### config.mk
export PLATFORM = sky130hd
export DESIGN_NAME = stepper_step_gen
export DESIGN_NICKNAME = d
export VERILOG_FILES = /design/src/rtl/stepper_step_gen.sv
export SDC_FILE = /design/constraint.sdc
export NUM_CORES = 1
export LEC_CHECK = 0
export BUFFER_PORTS_ARGS = -buffer_cell sky130_fd_sc_hd__buf_2
export CAP_MARGIN = 20
export CORE_MARGIN = 5
export CORE_UTILIZATION = 60
export CTS_CLUSTER_SIZE = 28
export DETAILED_ROUTE_END_ITERATION = 7
export GPL_ROUTABILITY_DRIVEN = 0
export GPL_TIMING_DRIVEN = 0
export PLACE_DENSITY = 0.93
export SYNTH_ARGS = -nofsm -noshare
export SYNTH_HDL_FRONTEND = slang
export SYNTH_SLANG_ARGS = --single-unit
### constraint.sdc
create_clock -name clk -period 4.06 [get_ports clk]
set_clock_uncertainty 0.05 [all_clocks]
set_input_delay 0.609 -clock clk [delete_from_list [all_inputs] [get_ports clk]]
set_output_delay 0.609 -clock clk [all_outputs]
set_load 0.05 [all_outputs]
### src/rtl/stepper_step_gen.sv
// stepper_step_gen: per-axis step/dir/enable pulse generator driven by move
// commands over a valid/ready handshake. Guarantees a fixed step high time,
// dir-to-step setup after a direction change, and exact rise spacing.
// Optional build macro: STEPGEN_ENDSTOP_EN adds a synchronized endstop input
// that aborts moves heading in ENDSTOP_DIR.
module stepper_step_gen #(
    parameter int unsigned PULSE_W     = 10,
    parameter int unsigned DIR_SETUP   = 25,
    parameter int unsigned STEPS_W     = 24,
    parameter int unsigned PERIOD_W    = 24,
`ifdef STEPGEN_ENDSTOP_EN
    parameter bit          ENDSTOP_DIR = 1'b0,
`endif
    parameter int unsigned POS_W       = 32
) (
    input  logic                clk,
    input  logic                rst,
    input  logic                en_in,
`ifdef STEPGEN_ENDSTOP_EN
    input  logic                endstop,
`endif
    input  logic                cmd_valid,
    output logic                cmd_ready,
    input  logic                cmd_dir,
    input  logic [STEPS_W-1:0]  cmd_steps,
    input  logic [PERIOD_W-1:0] cmd_period,
    output logic                step,
    output logic                dir,
    output logic                enable,
    output logic                busy,
    output logic                done,
    output logic                aborted,
    output logic [POS_W-1:0]    position
);

    localparam int unsigned MIN_P = 2 * PULSE_W;

    typedef enum logic [1:0] {
        S_IDLE,
        S_DIR_SETUP,
        S_PULSE,
        S_WAIT
    } state_t;

    state_t              state;
    logic [STEPS_W-1:0]  steps_left;
    logic [PERIOD_W-1:0] period_q;
    logic [PERIOD_W-1:0] cnt;

    logic                accept_c;
    logic                stop_c;
    logic                es_hit_c;
    logic                es_block_c;
    logic [PERIOD_W-1:0] period_eff_c;
    logic [POS_W-1:0]    pos_step_c;

`ifdef STEPGEN_ENDSTOP_EN
    logic [1:0] es_sync;

    // Two-flop synchronizer for the asynchronous endstop switch
    always_ff @(posedge clk or posedge rst) begin
        if (rst) begin
            es_sync <= 2'b00;
        end else begin
            es_sync <= {es_sync[0], endstop};
        end
    end

    assign es_hit_c   = es_sync[1] & (dir == ENDSTOP_DIR);
    assign es_block_c = es_sync[1] & (cmd_dir == ENDSTOP_DIR);
`else
    assign es_hit_c   = 1'b0;
    assign es_block_c = 1'b0;
`endif

    // Handshake, abort request, clamped period and next position
    assign cmd_ready    = (state == S_IDLE) & en_in & ~rst;
    assign accept_c     = cmd_valid & cmd_ready;
    assign stop_c       = ~en_in | es_hit_c;
    assign period_eff_c = (cmd_period < PERIOD_W'(MIN_P)) ? PERIOD_W'(MIN_P) : cmd_period;
    assign pos_step_c   = dir ? (position + POS_W'(1)) : (position - POS_W'(1));

    // Move sequencer: setup, pulse high time, period wait, completion/abort
    always_ff @(posedge clk or posedge rst) begin
        if (rst) begin
            state      <= S_IDLE;
            step       <= 1'b0;
            dir        <= 1'b0;
            enable     <= 1'b1;
            busy       <= 1'b0;
            done       <= 1'b0;
            aborted    <= 1'b0;
            position   <= '0;
            steps_left <= '0;
            period_q   <= '0;
            cnt        <= '0;
        end else begin
            enable  <= ~en_in;
            done    <= 1'b0;
            aborted <= 1'b0;

            if ((state != S_IDLE) && stop_c) begin
                // Disable or endstop: cut any pulse short and drop the move
                state      <= S_IDLE;
                step       <= 1'b0;
                busy       <= 1'b0;
                aborted    <= 1'b1;
                steps_left <= '0;
                cnt        <= '0;
            end else begin
                case (state)
                    S_IDLE: begin
                        if (accept_c) begin
                            if (cmd_steps == '0) begin
                                done <= 1'b1;
                            end else if (es_block_c) begin
                                aborted <= 1'b1;
                            end else begin
                                busy     <= 1'b1;
                                period_q <= period_eff_c;
                                cnt      <= PERIOD_W'(1);
                                if (cmd_dir != dir) begin
                                    dir        <= cmd_dir;
                                    steps_left <= cmd_steps;
                                    state      <= S_DIR_SETUP;
                                end else begin
                                    step       <= 1'b1;
                                    position   <= pos_step_c;
                                    steps_left <= cmd_steps - STEPS_W'(1);
                                    state      <= S_PULSE;
                                end
                            end
                        end
                    end

                    S_DIR_SETUP: begin
                        if (cnt == PERIOD_W'(DIR_SETUP)) begin
                            step       <= 1'b1;
                            position   <= pos_step_c;
                            steps_left <= steps_left - STEPS_W'(1);
                            cnt        <= PERIOD_W'(1);
                            state      <= S_PULSE;
                        end else begin
                            cnt <= cnt + PERIOD_W'(1);
                        end
                    end

                    S_PULSE: begin
                        if (cnt == PERIOD_W'(PULSE_W)) begin
                            step  <= 1'b0;
                            state <= S_WAIT;
                        end
                        cnt <= cnt + PERIOD_W'(1);
                    end

                    S_WAIT: begin
                        if (cnt == period_q) begin
                            if (steps_left == '0) begin
                                busy  <= 1'b0;
                                done  <= 1'b1;
                                cnt   <= '0;
                                state <= S_IDLE;
                            end else begin
                                step       <= 1'b1;
                                position   <= pos_step_c;
                                steps_left <= steps_left - STEPS_W'(1);
                                cnt        <= PERIOD_W'(1);
                                state      <= S_PULSE;
                            end
                        end else begin
                            cnt <= cnt + PERIOD_W'(1);
                        end
                    end

                    default: begin
                        state <= S_IDLE;
                    end
                endcase
            end
        end
    end

endmodule

==> metrics.md, run 1 <==
| Metric | Value |
|---|---|
| Layout Utilization | 69.9% |
| Horizontal die dimension | 125 um |
| DP HPWL | 15,600 um |
| Worst setup endpoint | position[29] |
| Area occupied by multi-input gates | 4800 um2 |
| CTS Root Cell | clkbuf_16 |
| Critical path class | reg2reg |
| DR WL/cell | 17.3 um |
| Hold slack | 276 ps |
| Final wirelength | 20,900 um |
| Pwr dens | 941 nW/um2 |
| I/O Buffers | 91 |
| Mapped Avg Cell Area | 8.49 um2 |
| Comb power frac | 66.4% |
| Congestion Overflow GR | 0 |
| IO Count | 92 |
| Mapped Cells | 927 |
| Worst EP arrival | 3790 ps |
| Share of cells above drive strength 1 | 15.8% |
| Global-route wire length before repair | 35,200 um |
| Switching power | 4.45 mW |
| Vias in the first global route | 7,365 |
| Clk buf depth | 2 |
| RSZ-0062 raised after global routing | no |
| Flop pwr share | 23.0% |
| Max VDD drop | 0.771 mV |
| FF+latch area | 2810 um2 |
| Row Count | 41 |
| CTS Hold Bufs | 0 |
| Most frequent cells in the layout | dfrtp_1 (110), nand2_1 (105), buf_2 (98) |
| # nets final | 1,128 |
| Tmin final | 3610 ps |
| Commonest non-fill, non-tap cell in the layout | dfrtp_1 |
| Final setup vio count | 0 |
| Clock latency on the worst-skew pair | 360 ps |
| Final hold vios | 0 |
| Synth Warn # | 0 |
| Max Fanout on Critical Path | 13 |
| Largest net degree at the start of global routing | 69 |
| FMAX | 277 MHz |
| Clk pin slew, worst setup/hold paths | 80 ps |
| CP endpoint kind | flop |
| Via density | 6.28 |
| Reg2reg path depth | 11 |
| Post-synth top flop | dfrtp_1 |
| Inserted Clock Buffers | 9 |
| Remaining DRCs | 0 |
| Tot GR Track Use | 26.8% |
| Final Cycle Share | 88.8% |
| Post-DRT Antenna Nets | 0 |
| Iteration-0 DRC count of the detailed router | 1,124 |
| Initial core utilization | 61.9% |
| Max-slew violations | 0 |
| #FFs+latches synth | 112 |
| Ant. Diodes | 0 |
| Required time of the critical path | 4240 ps |
| Area grow syn2layout | 13.0% |
| Vias | 7,600 |
| Mapped Area | 7870 um2 |
| Core ar. | 12,700 um2 |
| Die Ht | 125 um |
| Sequential cell area fraction in the yosys report | 35.6% |
| Flop2flop setup slack | 450 ps |
| Crit path from | dir |
| Slew margin rel. | 46.7% |
| Reg-to-reg endpoint | position[29] |
| Max Cap Violations | 0 |
| CTS tree | yes |
| Worst R2R Start | dir |
| Crit path launch type | flop |
| Sw frac | 53.2% |
| H-tree Lvls | 3 |
| Cell internal pwr | 3.92 mW |
| Yosys cell types | 71 |
| Full die area | 15,500 um2 |
| LEAKAGE | 3.94 nW |
| Fillcell total | 1,038 |
| Clk sinks | 112 |
| Worst Max-Slew Pin Slew | 799 ps |
| Number of synthesized flops with an enable pin | 0 |
| Hold Crit Class | in2async |
| Clock share of power | 10.6% |
| Async SR Flop Fraction | 100% |
| DR pass1 iterations | 6 |
| Post-Syn Nets | 1,022 |
| Status | finished clean |
| Initial antenna violation count | 0 |
-- worst max-delay path, stage by stage, from the launching register on --
cell	delay (ps)
dfrtp_2	560
clkinvlp_4	130
buf_4	200
ha_1	380
a21oi_1	290
o21ai_0	290
o21ai_0	460
a41o_1	310
nand3_1	210
o31ai_1	360
xor2_1	170
o21ai_0	80
-- how the worst min path moves through the flow --
stage	from	to	slack, ps	cells after the start
3_5_place_dp	position[31]	position[31]	410	1
4_1_cts	rst	busy	290	2
5_1_grt	rst	steps_left[14]	330	2
3_3_place_gp	position[31]	position[31]	400	1
6_report	rst	busy	280	2
2_1_floorplan	period_q[21]	period_q[21]	450	1
-- per-layer routing --
layer	part of all wire [%]	GRT usage (%)	vias to the layer above
met5	0	0	-
li1	-	-	3557
met2	47	43.4	402
met1	42	36.6	3598
met3	8.7	4.76	43
met4	2.0	8.45	0
-- Yosys cell counts, drive strengths merged (11+ instances only) --
library cell | count | share of area, %
nor3 | 20 | 1.3
buf | 13 | 1.0
or4 | 11 | 1.2
nor4 | 29 | 2.6
ha | 41 | 6.5
nand2 | 105 | 5.0
clkbuf | 28 | 1.3
inv | 23 | 1.1
xor2 | 57 | 6.3
mux2 | 19 | 2.7
a21oi | 67 | 4.3
dfrtp | 111 | 35
nand4 | 13 | 1.0
nand3 | 30 | 1.9
o21ai | 93 | 5.9
xnor2 | 38 | 4.2
nor2 | 92 | 4.4
-- flip-flops by register name, summed over array words and instances (netlist names) --
signal,count
state,2
done,1
step,1
steps_left,24
enable,1
dir,1
aborted,1
position,32
period_q,24
busy,1
cnt,24
-- cell type report --
type / instances / share of cell area [%]
timing repair buffer: 95 / 5.68
clock buffer: 11 / 2.73
inverter: 23 / 1.04
buffer: 40 / 2.04
multi-input combinational: 751 / 53.9
clock inverter: 5 / 0.521
sequential: 112 / 31.5
tap: 172 / 2.42
timing repair inverter: 1 / 0.0844
-- timing repair --
action	4_1_cts	5_1_grt
gates resized for setup	2	2
gates cloned	1	0
setup endpoints to repair	8	9
buffers inserted	3	0
pin swaps	0	0
-- stage by stage --
step | TNS, ps | std cells | power, mW | worst slack, ps | instance area (um2)
after detailed placement | -380 | 1191 | 7.29 | -171 | 8570
after global routing | 0 | 1210 | 8.99 | 179 | 8890
after global placement | -90260 | 1190 | 7.07 | -818 | 8540
final | 0 | 1210 | 8.36 | 453 | 8890
after floorplan | 0 | 927 | 6.01 | 354 | 7870
after CTS | 0 | 1211 | 8.26 | 26.9 | 8890
-- kinds of logic (layout without fill, tap and decap cells) --
logic type | Yosys count | after routing | share of synthesized area, %
muxes | 20 | 20 | 2.85
and+or+nand+nor | 354 | 354 | 22.4
DFF | 112 | 112 | 35.6
adders and majority gates | 42 | 42 | 6.77
AOI/OAI and AO/OA | 240 | 240 | 18.4
buffers and inverters | 64 | 175 | 3.45
xor gates and xnor gates | 95 | 95 | 10.6
-- power groups by stage --
stage	Sequential [mW]	Combinational, mW	Clock (mW)
finish	1.92	5.55	0.887
global route	1.98	6.06	0.942
CTS	1.89	5.46	0.897
detailed placement	1.91	5.38	0
global placement	1.89	5.18	0
floorplan	2.41	3.59	0
Power figures use the tool's default switching activity.
==> run 2, diff against run 1 <==
- CORE_UTILIZATION: 60 -> 45
- PLACE_DENSITY: 0.93 -> 0.75
==> run 2 against run 1 <==
Effect of this change:
- worst setup slack worse by 30 ps
- sequential power about the same
- utilization is 18 points lower
- fmax decreased by 0.83%
- sequential share of layout area fell by 0.36 points
- register-to-register slack worse by 30 ps
- largest power group unchanged
==> metrics.md, run 2 (synthesized netlist as in run 1, its figures left out) <==
| Metric | Value |
|---|---|
| Initial antenna violation count | 0 |
| Share of cells above drive strength 1 | 15.9% |
| Slew margin rel. | 42.9% |
| CP delay by family, top | compound AO/OA/AOI/OAI gates |
| Most frequent cells in the layout | dfrtp_1 (111), nand2_1 (105), buf_2 (98) |
| Ant. Diodes | 0 |
| Fillcell total | 1,603 |
| Non-filler cells, final | 1,264 |
| Final hold vios | 0 |
| Total Power | 8.33 mW |
| Final Cycle Share | 89.6% |
| Pwr dens | 927 nW/um2 |
| Core ar. | 17,200 um2 |
| Clk buf depth | 2 |
| Post-Place Worst Slack | -275 ps |
| Hold Crit Class | in2async |
| FMAX | 275 MHz |
| Commonest non-fill, non-tap cell in the layout | dfrtp_1 |
| Crit path launch type | flop |
| Tmin final | 3640 ps |
| DR pass1 iterations | 5 |
| Status | finished clean |
| Tot GR Track Use | 20.7% |
| Critical path's slowest cell | dfrtp_1 |
| Setup ws final | 423 ps |
| RSZ-0062 raised after global routing | no |
| Buf/Inv on CP | 2 |
| Horizontal die dimension | 142 um |
| Clk pin slew, worst setup/hold paths | 80 ps |
| Max-slew violations | 0 |
| Critical path class | reg2reg |
| Die Ht | 142 um |
| CP endpoint kind | flop |
| DR WL/cell | 16.7 um |
| Iteration-0 DRC count of the detailed router | 688 |
| Full die area | 20,200 um2 |
| I/O Buffers | 91 |
| Required time of the critical path | 4240 ps |
| Max Fanout on Critical Path | 12 |
| Worst EP arrival | 3810 ps |
| Worst R2R Start | dir |
| Max Cap Violations | 0 |
| Largest Register | position |
| Global-route wire length before repair | 34,600 um |
| Remaining DRCs | 0 |
| Placed Cells incl. Taps | 1,244 |
| Clock latency on the worst-skew pair | 360 ps |
| CTS Root Cell | clkbuf_16 |
| Via density | 5.79 |
| IO Count | 92 |
| Largest net degree at the start of global routing | 91 |
| TNS Setup | 0 ps |
| Worst Max-Slew Pin Slew | 850 ps |
| # nets final | 1,129 |
| DP HPWL | 15,600 um |
| Congestion Overflow GR | 0 |
| Inserted Clock Buffers | 9 |
| H-tree Lvls | 3 |
| Row Count | 48 |
| Critical path cell sequence | clkinvlp_4, buf_4, ha_1, a21oi_1, o21ai_0, a31o_2, o31a_1, a211oi_1, o21ai_0, xnor2_1, o21ai_0 |
| Crit path from | dir |
| Max reg flops | 32 |
| Area grow syn2layout | 14.2% |
| Clk sinks | 112 |
| LEAKAGE | 3.95 nW |
| Final wirelength | 21,100 um |
| Max VDD drop | 0.754 mV |
| Post-DRT Antenna Nets | 0 |
| Vias | 7,317 |
| Slowest stage delay, CP | 700 ps |
| Final setup vio count | 0 |
| Initial core utilization | 45.7% |
| CTS tree | yes |
| Crit-path most repeated cell | o21ai_0 |
| Vias in the first global route | 7,026 |
==> run 2: cell types whose count changed in the layout (fill, tap and decap cells not counted), sizes merged <==
cell,before,now
bufinv,0,1
buf,108,109
inv,25,24
==> run 2: layer usage <==
metal,track usage [%],routed length (um),vias up,share of wire [%]
met2,33.2,9540,285,45
met1,29.1,9640,3462,46
met3,4.33,1650,24,7.8
li1,-,-,3546,-
met4,4.55,250,0,1.2
met5,0,0,-,0
==> run 2: what timing repair did <==
action / in CTS / in global routing
gates cloned: 1 / 0
resized for setup: 3 / 1
pin swaps: 0 / 0
setup buffers: 0 / 4
endpoints found under the setup margin: 9 / 10
hold buffers: 0 / 0
==> run 2: final timing paths <==
kind                       cells after the start             end  slack, ps
max                                           11    position[28]        420
min in group clk                               2          enable        400
max reg2reg                                   11    position[28]        420
max in group asynchronous                      3    position[15]       3110
min reg2reg                                    2            step        460
min                                            2  steps_left[17]        150
==> run 2: metrics by stage <==
stage	util [%]	instance area, um2	hold WS, ps
final	52.2	8990	148
after global routing	52.2	8990	157
after detailed placement	50.1	8640	443
after floorplan	-	7870	451
after global placement	49.9	8610	443
after CTS	52.0	8960	146
==> run 2: cell type report <==
class	instances	area [um2]	area share [%]
multi-input combinational	751	4800	53.4
sequential	112	2800	31.2
timing repair buffer	96	513	5.71
tap	225	282	3.13
clock buffer	11	243	2.70
buffer	40	181	2.02
inverter	23	95.1	1.06
clock inverter	5	63.8	0.710
timing repair inverter	1	7.51	0.0835
==> run 2: report_power, final <==
group / total (mW) / switching [mW] / internal (mW)
combinational: 5.47 / 3.53 / 1.94
sequential: 1.92 / 0.385 / 1.53
clock: 0.943 / 0.439 / 0.504
==> run 3, diff against run 2 <==
- CTS_BUF_LIST: unset -> sky130_fd_sc_hd__clkbuf_2 sky130_fd_sc_hd__clkbuf_4 sky130_fd_sc_hd__clkbuf_8
==> run 3 against run 2 <==
Effect of this change:
- sequential cell count unchanged
- sequential power about the same
- worst setup slack worse by 5.2 ps
- design area down 1.2%
- critical endpoint unchanged
==> metrics.md, run 3 (synthesized netlist as in run 1, its figures left out) <==
| Metric | Value |
|---|---|
| Fillcell total | 1,618 |
| H-tree Lvls | 3 |
| IO Count | 92 |
| Pwr dens | 911 nW/um2 |
| Final Cycle Share | 89.7% |
| Non-filler cells, final | 1,263 |
| LEAKAGE | 3.91 nW |
| Max reg flops | 32 |
| Clk sinks | 112 |
| CP endpoint kind | flop |
| Clk buf depth | 2 |
| RSZ-0062 raised after global routing | no |
| Max-slew violations | 0 |
| Worst setup endpoint | position[28] |
| Tot GR Track Use | 20.6% |
| Area grow syn2layout | 12.9% |
| Max Fanout on Critical Path | 12 |
| Max VDD drop | 0.738 mV |
| Crit path from | dir |
| Horizontal die dimension | 142 um |
| Clk pin slew, worst setup/hold paths | 110 ps |
| Required time of the critical path | 4320 ps |
| Iteration-0 DRC count of the detailed router | 599 |
| Global-route wire length before repair | 34,500 um |
| Row Count | 48 |
| Largest net degree at the start of global routing | 91 |
| Status | finished clean |
| Core ar. | 17,200 um2 |
| Area occupied by multi-input gates | 4800 um2 |
| Final wirelength | 21,000 um |
| Placed Cells incl. Taps | 1,244 |
| DP HPWL | 15,600 um |
| Worst EP arrival | 3910 ps |
| Vias in the first global route | 7,052 |
| DR WL/cell | 16.6 um |
| CTS tree | yes |
| Inserted Clock Buffers | 9 |
| Via density | 5.75 |
| Clock latency on the worst-skew pair | 400 ps |
| Slew margin rel. | 41.1% |
| Crit path launch type | flop |
| Commonest non-fill, non-tap cell in the layout | dfrtp_1 |
| Die Ht | 142 um |
| Reg2reg path depth | 11 |
| Vias | 7,258 |
| CTS Root Cell | clkbuf_8 |
| FMAX | 275 MHz |
| Remaining DRCs | 0 |
| Flop2flop setup slack | 420 ps |
| Ant. Diodes | 0 |
| Most frequent cells in the layout | dfrtp_1 (111), nand2_1 (105), buf_2 (98) |
| Post-Place Worst Slack | -275 ps |
| Full die area | 20,200 um2 |
| Congestion Overflow GR | 0 |
| Final hold vios | 0 |
| Hold slack | 99.0 ps |
| Final setup vio count | 0 |
| Worst R2R Start | dir |
| Share of cells above drive strength 1 | 15.9% |
| Setup ws final | 418 ps |
| Post-DRT Antenna Nets | 0 |
| Max Cap Violations | 0 |
| # nets final | 1,128 |
| Largest Register | position |
| Hold Crit Class | in2async |
| Tmin final | 3640 ps |
| Initial antenna violation count | 0 |
| FF+latch area | 2800 um2 |
| Reg-to-reg endpoint | position[28] |
| Initial core utilization | 45.7% |
| Worst Max-Slew Pin Slew | 878 ps |
| DR pass1 iterations | 5 |
| CTS Hold Bufs | 0 |
| I/O Buffers | 91 |
| Critical path class | reg2reg |
==> run 3: changes by cell type in the layout (fill, tap and decap cells not counted), sizes merged <==
| cell | before | now |
|---|---|---|
| buf | 109 | 108 |
==> run 3: power by group <==
part / switching [mW] / total, mW / internal [mW]
Clock: 0.415 / 0.732 / 0.317
Sequential: 0.381 / 1.91 / 1.53
Combinational: 3.52 / 5.45 / 1.93
Total: 4.32 / 8.10 / 3.78
==> run 3: cell type report <==
| class | instances | share of cell area (%) |
|---|---|---|
| buffer | 40 | 2.04 |
| clock buffer | 11 | 1.63 |
| clock inverter | 5 | 0.718 |
| inverter | 23 | 1.07 |
| multi-input combinational | 751 | 54.0 |
| sequential | 112 | 31.6 |
| tap | 225 | 3.17 |
| timing repair buffer | 95 | 5.69 |
| timing repair inverter | 1 | 0.0845 |
==> run 3: worst min path at each step <==
| stage | startpoint | end | slack, ps | cells after the start |
|---|---|---|---|---|
| floorplan | period_q[21] | period_q[21] | 450 | 1 |
| global placement | position[14] | position[14] | 440 | 2 |
| detailed placement | position[31] | position[31] | 440 | 1 |
| CTS | rst | steps_left[18] | 100 | 2 |
| global route | rst | steps_left[17] | 110 | 2 |
| finish | rst | steps_left[17] | 100 | 2 |
==> run 3: repair_timing <==
| action | CTS | global route |
|---|---|---|
| pin swaps | 0 | 0 |
| setup endpoints to repair | 9 | 11 |
| setup buffers | 0 | 3 |
| resized for setup | 3 | 1 |
| cloned | 1 | 0 |
==> run 3: stage by stage <==
step	area, um2	utilization (%)	TNS [ps]	power [mW]
3_5_place_dp	8640	50.1	-1160	7.28
4_1_cts	8860	51.4	0	8.05
3_3_place_gp	8610	49.9	-113190	7.15
6_report	8890	51.6	0	8.10
2_1_floorplan	7870	-	0	6.01
5_1_grt	8890	51.6	0	8.79
==> run 3: worst max-delay path, cell delays in order (launching register included) <==
cell and delay [ps]:
dfrtp_1 700, clkinvlp_4 150, buf_4 200, ha_1 370, a21oi_1 330, o21ai_0 210, a31o_2 310, o31a_1 350
a211oi_1 390, o21ai_0 190, xnor2_1 150, o21ai_0 150
==> run 3: routing by layer <==
metal  vias up  GRT usage, %  part of all wire (%)  wire length (um)
li1       3548             -                     -                 -
met3        24          4.33                   7.6              1590
met5         -             0                     0                 0
met4         0          4.14                   1.0               211
met1      3438          28.9                    46              9750
met2       248          33.2                    45              9420
